File: src/rtl/rect_fill_ctrl_pkg.sv
// Shared graphics definitions: framebuffer geometry, fill FSM encoding,
// rectangle payload and small unsigned helpers.
package rect_fill_ctrl_pkg;

  localparam int unsigned COORD_W   = 16;
  localparam int unsigned FB_XW_DEF = 9;
  localparam int unsigned FB_YW_DEF = 8;
  localparam int unsigned FB_X_MAX  = 511;
  localparam int unsigned FB_Y_MAX  = 255;

  typedef enum logic [2:0] {
    ST_IDLE       = 3'd0,
    ST_SETUP      = 3'd1,
    ST_WAIT_BLANK = 3'd2,
    ST_FILL       = 3'd3,
    ST_DONE       = 3'd4
  } fill_state_e;

  typedef struct packed {
    logic [COORD_W-1:0] x1;
    logic [COORD_W-1:0] y1;
    logic [COORD_W-1:0] x2;
    logic [COORD_W-1:0] y2;
  } rect_t;

  function automatic logic [COORD_W-1:0] umin16(input logic [COORD_W-1:0] a,
                                                 input logic [COORD_W-1:0] b);
    return (a < b) ? a : b;
  endfunction

  function automatic logic [COORD_W-1:0] umax16(input logic [COORD_W-1:0] a,
                                                 input logic [COORD_W-1:0] b);
    return (a > b) ? a : b;
  endfunction

  // Largest framebuffer coordinate for an address width, as a 16-bit value
  function automatic logic [COORD_W-1:0] bound16(input int unsigned w);
    return COORD_W'((32'd1 << w) - 32'd1);
  endfunction

endpackage

File: src/rtl/rect_cursor.sv
// Rectangle bounds registers and raster-order write cursor.
// Bounds are sorted and clamped to the framebuffer on load.
module rect_cursor
  import rect_fill_ctrl_pkg::*;
#(
  parameter int unsigned XW = FB_XW_DEF,
  parameter int unsigned YW = FB_YW_DEF
) (
  input  logic          clk_i,
  input  logic          reset_i,
  input  logic          load_i,
  input  logic          advance_i,
  input  rect_t         rect_i,
  output logic [XW-1:0] x_o,
  output logic [YW-1:0] y_o,
  output logic          last_c_o,
  output logic          empty_c_o
);

  localparam logic [COORD_W-1:0] XB = bound16(XW);
  localparam logic [COORD_W-1:0] YB = bound16(YW);

  logic [COORD_W-1:0] xlo_c, xhi_c, ylo_c, yhi_c;
  logic [XW-1:0]      xmin_q, xmax_q, x_q;
  logic [YW-1:0]      ymin_q, ymax_q, y_q;

  always_comb begin
    xlo_c = umin16(rect_i.x1, rect_i.x2);
    xhi_c = umax16(rect_i.x1, rect_i.x2);
    ylo_c = umin16(rect_i.y1, rect_i.y2);
    yhi_c = umax16(rect_i.y1, rect_i.y2);
  end

  // A rectangle whose low corner is off-screen has no visible pixels
  assign empty_c_o = (xlo_c > XB) || (ylo_c > YB);

  always_ff @(posedge clk_i) begin
    if (reset_i) begin
      xmin_q <= '0;
      xmax_q <= '0;
      ymin_q <= '0;
      ymax_q <= '0;
      x_q    <= '0;
      y_q    <= '0;
    end else if (load_i) begin
      xmin_q <= XW'(xlo_c);
      xmax_q <= (xhi_c > XB) ? XW'(XB) : XW'(xhi_c);
      ymin_q <= YW'(ylo_c);
      ymax_q <= (yhi_c > YB) ? YW'(YB) : YW'(yhi_c);
      x_q    <= XW'(xlo_c);
      y_q    <= YW'(ylo_c);
    end else if (advance_i) begin
      // Row wrap; y saturates at ymax so the counter never leaves the bounds
      if (x_q == xmax_q) begin
        x_q <= xmin_q;
        if (y_q != ymax_q) begin
          y_q <= y_q + YW'(1);
        end
      end else begin
        x_q <= x_q + XW'(1);
      end
    end
  end

  assign x_o      = x_q;
  assign y_o      = y_q;
  assign last_c_o = (x_q == xmax_q) && (y_q == ymax_q);

endmodule

File: src/rtl/rect_fill_ctrl.sv
// Rectangle fill controller: streams one framebuffer write per permitted
// cycle across a clamped rectangle in raster order.
module rect_fill_ctrl
  import rect_fill_ctrl_pkg::*;
#(
  parameter int unsigned FB_XW      = FB_XW_DEF,
  parameter int unsigned FB_YW      = FB_YW_DEF,
  parameter bit          BLANK_ONLY = 1'b1
) (
  input  logic               clk_i,
  input  logic               reset_i,
  input  logic               start_fill_i,
  input  logic               fill_value_i,
  input  logic [COORD_W-1:0] x1_i,
  input  logic [COORD_W-1:0] y1_i,
  input  logic [COORD_W-1:0] x2_i,
  input  logic [COORD_W-1:0] y2_i,
  input  logic               abort_i,
  input  logic               blanking_i,
  output logic               ready_o,
  output logic               busy_o,
  output logic               done_o,
  output logic               wr_en_o,
  output logic [FB_XW-1:0]   wr_x_o,
  output logic [FB_YW-1:0]   wr_y_o,
  output logic               wr_value_o
);

  fill_state_e        state_q, state_d;
  rect_t              rect_q, rect_d;
  logic               value_q, value_d;
  logic               ready_q, busy_q, done_q;
  logic               wr_en_q, wr_en_d;
  logic [FB_XW-1:0]   wr_x_q, wr_x_d;
  logic [FB_YW-1:0]   wr_y_q, wr_y_d;
  logic               wr_value_q, wr_value_d;

  logic               load_c, advance_c, write_ok_c;
  logic               cur_last_c, cur_empty_c;
  logic [FB_XW-1:0]   cur_x;
  logic [FB_YW-1:0]   cur_y;

  rect_cursor #(
    .XW (FB_XW),
    .YW (FB_YW)
  ) u_cursor (
    .clk_i     (clk_i),
    .reset_i   (reset_i),
    .load_i    (load_c),
    .advance_i (advance_c),
    .rect_i    (rect_q),
    .x_o       (cur_x),
    .y_o       (cur_y),
    .last_c_o  (cur_last_c),
    .empty_c_o (cur_empty_c)
  );

  assign write_ok_c = blanking_i || !BLANK_ONLY;

  // Next state, latched request and write-port decisions
  always_comb begin
    state_d    = state_q;
    rect_d     = rect_q;
    value_d    = value_q;
    wr_en_d    = 1'b0;
    wr_x_d     = wr_x_q;
    wr_y_d     = wr_y_q;
    wr_value_d = wr_value_q;
    load_c     = 1'b0;
    advance_c  = 1'b0;

    if (abort_i && (state_q != ST_IDLE)) begin
      state_d = ST_IDLE;
    end else begin
      case (state_q)
        ST_IDLE: begin
          if (start_fill_i && !abort_i) begin
            rect_d  = '{x1: x1_i, y1: y1_i, x2: x2_i, y2: y2_i};
            value_d = fill_value_i;
            state_d = ST_SETUP;
          end
        end
        ST_SETUP: begin
          if (cur_empty_c) begin
            state_d = ST_DONE;
          end else begin
            load_c  = 1'b1;
            state_d = BLANK_ONLY ? ST_WAIT_BLANK : ST_FILL;
          end
        end
        ST_WAIT_BLANK: begin
          if (blanking_i) begin
            state_d = ST_FILL;
          end
        end
        ST_FILL: begin
          // Without write permission the cursor simply holds
          if (write_ok_c) begin
            wr_en_d    = 1'b1;
            wr_x_d     = cur_x;
            wr_y_d     = cur_y;
            wr_value_d = value_q;
            advance_c  = 1'b1;
            if (cur_last_c) begin
              state_d = ST_DONE;
            end
          end
        end
        ST_DONE: begin
          state_d = ST_IDLE;
        end
        default: begin
          state_d = ST_IDLE;
        end
      endcase
    end
  end

  // State and registered outputs
  always_ff @(posedge clk_i) begin
    if (reset_i) begin
      state_q    <= ST_IDLE;
      rect_q     <= '0;
      value_q    <= 1'b0;
      ready_q    <= 1'b1;
      busy_q     <= 1'b0;
      done_q     <= 1'b0;
      wr_en_q    <= 1'b0;
      wr_x_q     <= '0;
      wr_y_q     <= '0;
      wr_value_q <= 1'b0;
    end else begin
      state_q    <= state_d;
      rect_q     <= rect_d;
      value_q    <= value_d;
      ready_q    <= (state_d == ST_IDLE);
      busy_q     <= (state_d != ST_IDLE);
      done_q     <= (state_d == ST_DONE);
      wr_en_q    <= wr_en_d;
      wr_x_q     <= wr_x_d;
      wr_y_q     <= wr_y_d;
      wr_value_q <= wr_value_d;
    end
  end

  assign ready_o    = ready_q;
  assign busy_o     = busy_q;
  assign done_o     = done_q;
  assign wr_en_o    = wr_en_q;
  assign wr_x_o     = wr_x_q;
  assign wr_y_o     = wr_y_q;
  assign wr_value_o = wr_value_q;

endmodule
File: config.mk
export PLATFORM = sky130hd
export DESIGN_NAME = rect_fill_ctrl
export DESIGN_NICKNAME = d
export VERILOG_FILES = /design/src/rtl/rect_fill_ctrl_pkg.sv /design/src/rtl/rect_cursor.sv /design/src/rtl/rect_fill_ctrl.sv
export SDC_FILE = /design/constraint.sdc
export NUM_CORES = 1
export LEC_CHECK = 0
export ABC_AREA = 1
export CORE_UTILIZATION = 35
export CTS_CLUSTER_DIAMETER = 40
export CTS_CLUSTER_SIZE = 25
export DETAILED_ROUTE_END_ITERATION = 6
export HOLD_SLACK_MARGIN = 0.15
export MAX_ROUTING_LAYER = met4
export PLACE_DENSITY = 0.64
export SYNTH_ARGS = -nofsm -noshare
export SYNTH_HDL_FRONTEND = slang
export SYNTH_SLANG_ARGS = --single-unit
File: constraint.sdc
create_clock -name clk_i -period 2.68 [get_ports clk_i]
set_clock_uncertainty 0.05 [all_clocks]
set_input_delay 0.536 -clock clk_i [delete_from_list [all_inputs] [get_ports clk_i]]
set_output_delay 0.536 -clock clk_i [all_outputs]
set_load 0.01 [all_outputs]
# [Yosys cells after proc, flatten, opt, wreduce, memory -nomap -nowiden]
# Index checks and enable logic that the tools add are counted.
[word_totals] word_cells=77 in_bits=70 reg_bits=133 out_inout_bits=22
[op_classes] order_cmp=8 n_mux=26 n_addsub=2 eq_ne=7 n_reduce_logical=15 bitwise=1
[op_table] operator="$mux 16" n=4
[op_table] operator="$mux 8" n=5
[op_table] operator="$mux 9" n=4
[op_table] operator="$gt 16x16->1" n=2
[op_table] operator="$gt 16x8->1 const B" n=2
[op_table] operator="$gt 16x9->1 const B" n=2
[op_table] operator="$lt 16x16->1" n=2
[op_table] operator="$mux 3" n=6
[op_table] operator="$pmux 3 s4" n=1
[op_table] operator="$add 9x1->9 const B" n=1
[op_table] operator="$eq 9x9->1" n=1
[op_table] operator="$reduce_and 3->1" n=3
[op_table] operator="$add 8x1->8 const B" n=1
[op_table] operator="$eq 8x8->1" n=1
[op_table] operator="$ne 8x8->1" n=1
[op_table] operator="$eq 3x2->1 const B" n=2
[op_table] operator="$logic_not 3->1" n=2
[op_table] operator="$mux 1" n=6
[op_table] operator="$reduce_bool 2->1" n=3
[op_table] operator="$reduce_bool 3->1" n=2
[op_table] operator="$eq 3x1->1 const B" n=1
[op_table] operator="$eq 3x3->1 const B" n=1
[op_table] operator="$logic_and 1x1->1" n=3
[op_table] operator="$logic_not 1->1" n=1
[op_table] operator="other kinds (2)" n=2

# [Depth between registers and ports, before layout]
[logic_depth] depth_word=9 mapped_depth=19 depth_no_buf=19

# [Modules after synthesis]
# A second synthesis with hierarchy kept.
[hier_totals] cells_unflattened=1003 hier_area_um2=6965.4
[modules_own_cells] module="rect_cursor" n_inst=1 cells_each=596 seq_area_each_um2=860.8 area_per_inst_um2=3693.5
[modules_own_cells] module="rect_fill_ctrl" n_inst=1 cells_each=407 seq_area_each_um2=1801.7 area_per_inst_um2=3271.9

# [Worst setup path after synthesis]
# OpenSTA, ideal clock, no wires.
[synth_timing] kind="register to register" start="register rect_q[29] (netlist name)" end="register u_cursor.x_q[7], in the netlist u_cursor.x_o[7]" stages_incl_launch_ff=13 setup_ps=117 required_time_ps=2513 n_path_buf=1 period_less_slack_ps=2127 setup_slack_ps=553 arrival_time_ps=1960 cell_sequence="dfxtp_1 > inv_1 > ha_1 > nand2_1 > nor4_4 > nand2_2 > nand2_4 > buf_2 > mux2_2 > nand2_1 > nand2_1 > inv_1 > nor2_1"
[synth_via] elab_chain_cells=8 word_cells_on_any_way=9 cone_classes="order compare (2); mux (5); reduce/logical (2)"
[synth_lines] element="from (decl)" line="rect_fill_ctrl.sv:30" source="rect_t rect_q, rect_d;"
[synth_lines] element="from (signal assigned)" line="rect_fill_ctrl.sv:134" source="rect_q <= rect_d;"
[synth_lines] element="$lt 16x16->1" line="rect_fill_ctrl_pkg.sv:28" source="return (a < b) ? a : b;"
[synth_lines] element="$mux 16 (*)" line="rect_fill_ctrl_pkg.sv:28"
[synth_lines] element="$gt 16x9->1" line="rect_cursor.sv:35" source="assign empty_c_o = (xlo_c > XB) || (ylo_c > YB);"
[synth_lines] element="$logic_or 1x1->1" line="rect_cursor.sv:35"
[synth_lines] element="$mux 1" line="rect_fill_ctrl.sv:84" source="if (cur_empty_c) begin"
[synth_lines] element="$mux 1" line="rect_fill_ctrl.sv:75" source="case (state_q)"
[synth_lines] element="$mux 1" line="rect_fill_ctrl.sv:72" source="if (abort_i && (state_q != ST_IDLE)) begin"
[synth_lines] element="$mux 9 / $reduce_bool 2->1 (equally long branches)"
[synth_lines] element="to (signal assigned)" line="rect_cursor.sv:50" source="x_q <= XW'(xlo_c);"
[synth_lines] element="to (signal assigned)" line="rect_cursor.sv:55" source="x_q <= xmin_q;"
[synth_lines] element="to (signal assigned)" line="rect_cursor.sv:60" source="x_q <= x_q + XW'(1);"
[synth_lines] element="to (decl)" line="rect_cursor.sv:24" source="logic [XW-1:0] xmin_q, xmax_q, x_q;"
# Every way passes the cells marked *; elsewhere a longest branch is shown, timed or not.
# A chain may end at the register's enable or synchronous reset.

# [Worst setup path in the final report]
[layout_timing] start="register rect_q[29] (netlist name)" end="register u_cursor.y_q[7], in the netlist u_cursor.y_o[7]"
[layout_via] elab_chain_cells=9 word_cells_on_any_way=12 cone_classes="order compare (2); mux (5); reduce/logical (5)"
[layout_lines] element="$lt 16x16->1" line="rect_fill_ctrl_pkg.sv:28"
[layout_lines] element="$mux 16 (*)" line="rect_fill_ctrl_pkg.sv:28"
[layout_lines] element="$gt 16x9->1 (*)" line="rect_cursor.sv:35"
[layout_lines] element="$logic_or 1x1->1 (*)" line="rect_cursor.sv:35"
[layout_lines] element="$mux 1 (*)" line="rect_fill_ctrl.sv:84"
[layout_lines] element="$mux 1 (*)" line="rect_fill_ctrl.sv:75"
[layout_lines] element="$mux 1 (*)" line="rect_fill_ctrl.sv:72"
[layout_lines] element="$reduce_bool 2->1 (no source line)"
[layout_lines] element="$reduce_and 3->1 (no source line)"
[layout_lines] element="to (signal assigned)" line="rect_cursor.sv:51" source="y_q <= YW'(ylo_c);"
[layout_lines] element="to (signal assigned)" line="rect_cursor.sv:57" source="y_q <= y_q + YW'(1);"
[layout_lines] element="to (decl)" line="rect_cursor.sv:25" source="logic [YW-1:0] ymin_q, ymax_q, y_q;"
# Marks and branches as above.

==> out/results.ini <==
[floorplanning]
start_util=0.3597
die_area_um2=19980
core_area_um2=18890
die_w_um=141.3
top_level_ports=92
die-height_um=141.3
fp-row-count=50

[yosys]
synthCells=942
synth_warnings=0
ys_seq_area_frac=0.3918
yosysTopAreaCell=dfxtp_1
netlist_area_um2=6795
synthTopCellsByArea=dfxtp_1, o21ai_0, nand2_1
synthDistinctLibCells=39
synth_nets=1046
avgSynthCellArea_um2=7.214
synth_top_area_share=0.3918
ys_ff_latch=133

[routing]
ant_nets=0
vias=6247
drt-wirelength-per-cell_um=12.89
drt-initial-drc-count=434
firstDrtPassIters=5
wirelength_um=16790
viasPerCell=4.798
drc=0

[timing]
max_freq_mhz=404.5
tightest_slew_ns=0.5226
finalCritPeriodShare=0.9224
slew_violations=0
setup_viol=0
hold_violations=0
whs_ns=0.4122
timing.final.ws_setup_ns=0.2079
slew_headroom=0.6511
rsz0062_at_grt=no
setup-tns-final_ns=0
layout_min_cycle_time_ns=2.472

[placed_design]
place_ws_ns=0.1506
routabilityCongestion=0.8814
dpl.hpwl_um=12610
portBuffers=91
placedCellCount=1270

[critical_path]
start_kind=flip-flop
arrival_ns=2.73
cp_top_family=simple AND/OR/NAND/NOR gates
cp_slowest_cell=dfxtp_1
worst-path-buf-inv=3
cp_data_required_time_ns=2.94
cp_max_fo=9
path_cells=inv_1 -> ha_1 -> a21oi_1 -> o21ai_0 -> a21oi_4 -> nand3b_1 -> nand2_2 -> nand4_4 -> buf_12 -> nand2_2 -> inv_1 -> nor2_1 -> nor2_1
slowest_delay_ns=0.34
cp-end-kind=flip-flop
path_class=flip-flop to flip-flop

[global_route]
grt_pass1_wl_um=28480
grt_pass1_vias=5707
grt_use_total=0.1853
antenna_found_initial=0
grt_overflow=0
grt_max_degree=52

[clocking]
cts_sinks=133
cts_tree=built
clock_path_buffers=2
cts_root_buf=clkbuf_16
clk_pin_slew_worst_paths_ns=0.06
cts-buffers-inserted=17
htreeDepth=4
postCtsHoldBufs=0
clk_latency_ns=0.42

[power_and_ir_drop]
irDropWorstVdd_mv=0.5379
powerDensity_nw_per_um2=662.8
power.leakage_nw=3.599

[finish]
layout.nets=1134
antenna_cells=0
layout-drive-gt1-share=0.07965
final_cell_mix=nor2_1, nand2_1, o21ai_0, dfxtp_1, clkdlybuf4s50_1
layout_commonest_cell=nor2_1
final_util=0.4560
syn2layout_area_growth_pct=26.79
final_cells=1302

[min_path]
hold_class=flip-flop to flip-flop

[status]
outcome=finished clean

[run]
drv_cap=0

-- metrics by stage --
step	area [µm²]	power, mW
floorplan	6795	3.096
global placement	7996	3.465
detailed placement	7996	3.480
CTS	8564	5.728
global route	8616	6.044
finish	8616	5.710
-- state kept, by name (all words and copies together) (netlist names), 3 cells and up --
name and cells:
u_cursor.xmin_q 9, wr_x_o 9, u_cursor.y_o 8, u_cursor.xmax_q 9, state_q 3, u_cursor.x_o 9
u_cursor.ymax_q 8, wr_y_o 8, rect_q 64
-- cell usage after synthesis (all sizes together) --
cell type	instances
clkinv	1
a21oi	77
a21o	1
a31oi	1
o21a	1
ha	34
nand4	26
mux2	3
o211ai	13
nor2	148
o21ai	138
nand3	34
buf	12
nor4	2
clkbuf	34
nor3	10
xnor2	10
nand3b	1
inv	85
xor2	17
and3	1
dfxtp	133
or2	2
nand2	158
-- final timing paths --
kind / start / to / slack [ns] / depth (start not counted)
hold reg to reg: u_cursor.xmin_q[0]$_SDFFE_PP0P_ / u_cursor.xmin_q[0]$_SDFFE_PP0P_ / 0.41 / 2
hold / removal: u_cursor.xmin_q[0]$_SDFFE_PP0P_ / u_cursor.xmin_q[0]$_SDFFE_PP0P_ / 0.41 / 2
setup / recovery: rect_q[29]$_SDFFE_PP0P_ / u_cursor.y_o[7]$_SDFFE_PP0P_ / 0.21 / 13
setup reg to reg: rect_q[29]$_SDFFE_PP0P_ / u_cursor.y_o[7]$_SDFFE_PP0P_ / 0.21 / 13
-- routing by layer --
| metal | GRT usage | vias to the layer above | part of all wire |
|---|---|---|---|
| li1 | - | 3299 | - |
| met1 | 0.2575 | 2772 | 0.52 |
| met2 | 0.2686 | 162 | 0.42 |
| met3 | 0.03679 | 14 | 0.048 |
| met4 | 0.05778 | 0 | 0.012 |
| met5 | - | - | 0 |
-- kinds of logic (layout without fill, tap and decap cells) --
group                      count (synthesis)  count (layout)  synth area share
adders and majority gates                 34              34           0.06260
muxes                                      3               3          0.004971
buffers and inverters                    132             232           0.07991
AOI/OAI and AO/OA                        231             231            0.1797
xor gates and xnor gates                  27              27           0.03480
DFF                                      133             133            0.3918
and+or+nand+nor                          382             382            0.2462
-- power by group --
group          internal [mW]  switching (mW)  leakage (nW)
sequential              2.09          0.0723          1.08
clock                   1.41           0.837         0.276
combinational          0.505           0.804          2.24
-- worst min-delay path: cells and delay by family (launching register included) --
| kind | cells | cell delay, ns |
|---|---|---|
| AO/OA/AOI/OAI | 1 | 0.05 |
| flip-flops | 1 | 0.31 |
| AND/OR/NAND/NOR | 1 | 0.06 |
-- what timing repair did --
item | CTS | global route
endpoints found under the hold margin | 0 | 0
resized for setup | 0 | 6
buffers inserted | 0 | 1
endpoints found under the setup margin | 0 | 24
-- layout make-up --
| type | instances | area (µm²) |
|---|---|---|
| Sequential cell | 133 | 2663 |
| Clock inverter | 9 | 103.9 |
| Clock buffer | 22 | 464.2 |
| Multi-Input combinational cell | 677 | 3620 |
| Tap cell | 260 | 325.3 |
| Inverter | 86 | 324.1 |
| Timing Repair Buffer | 115 | 1116 |
| Fill cell | 1942 | 10280 |
No activity file was read; power rests on OpenSTA's default activity.
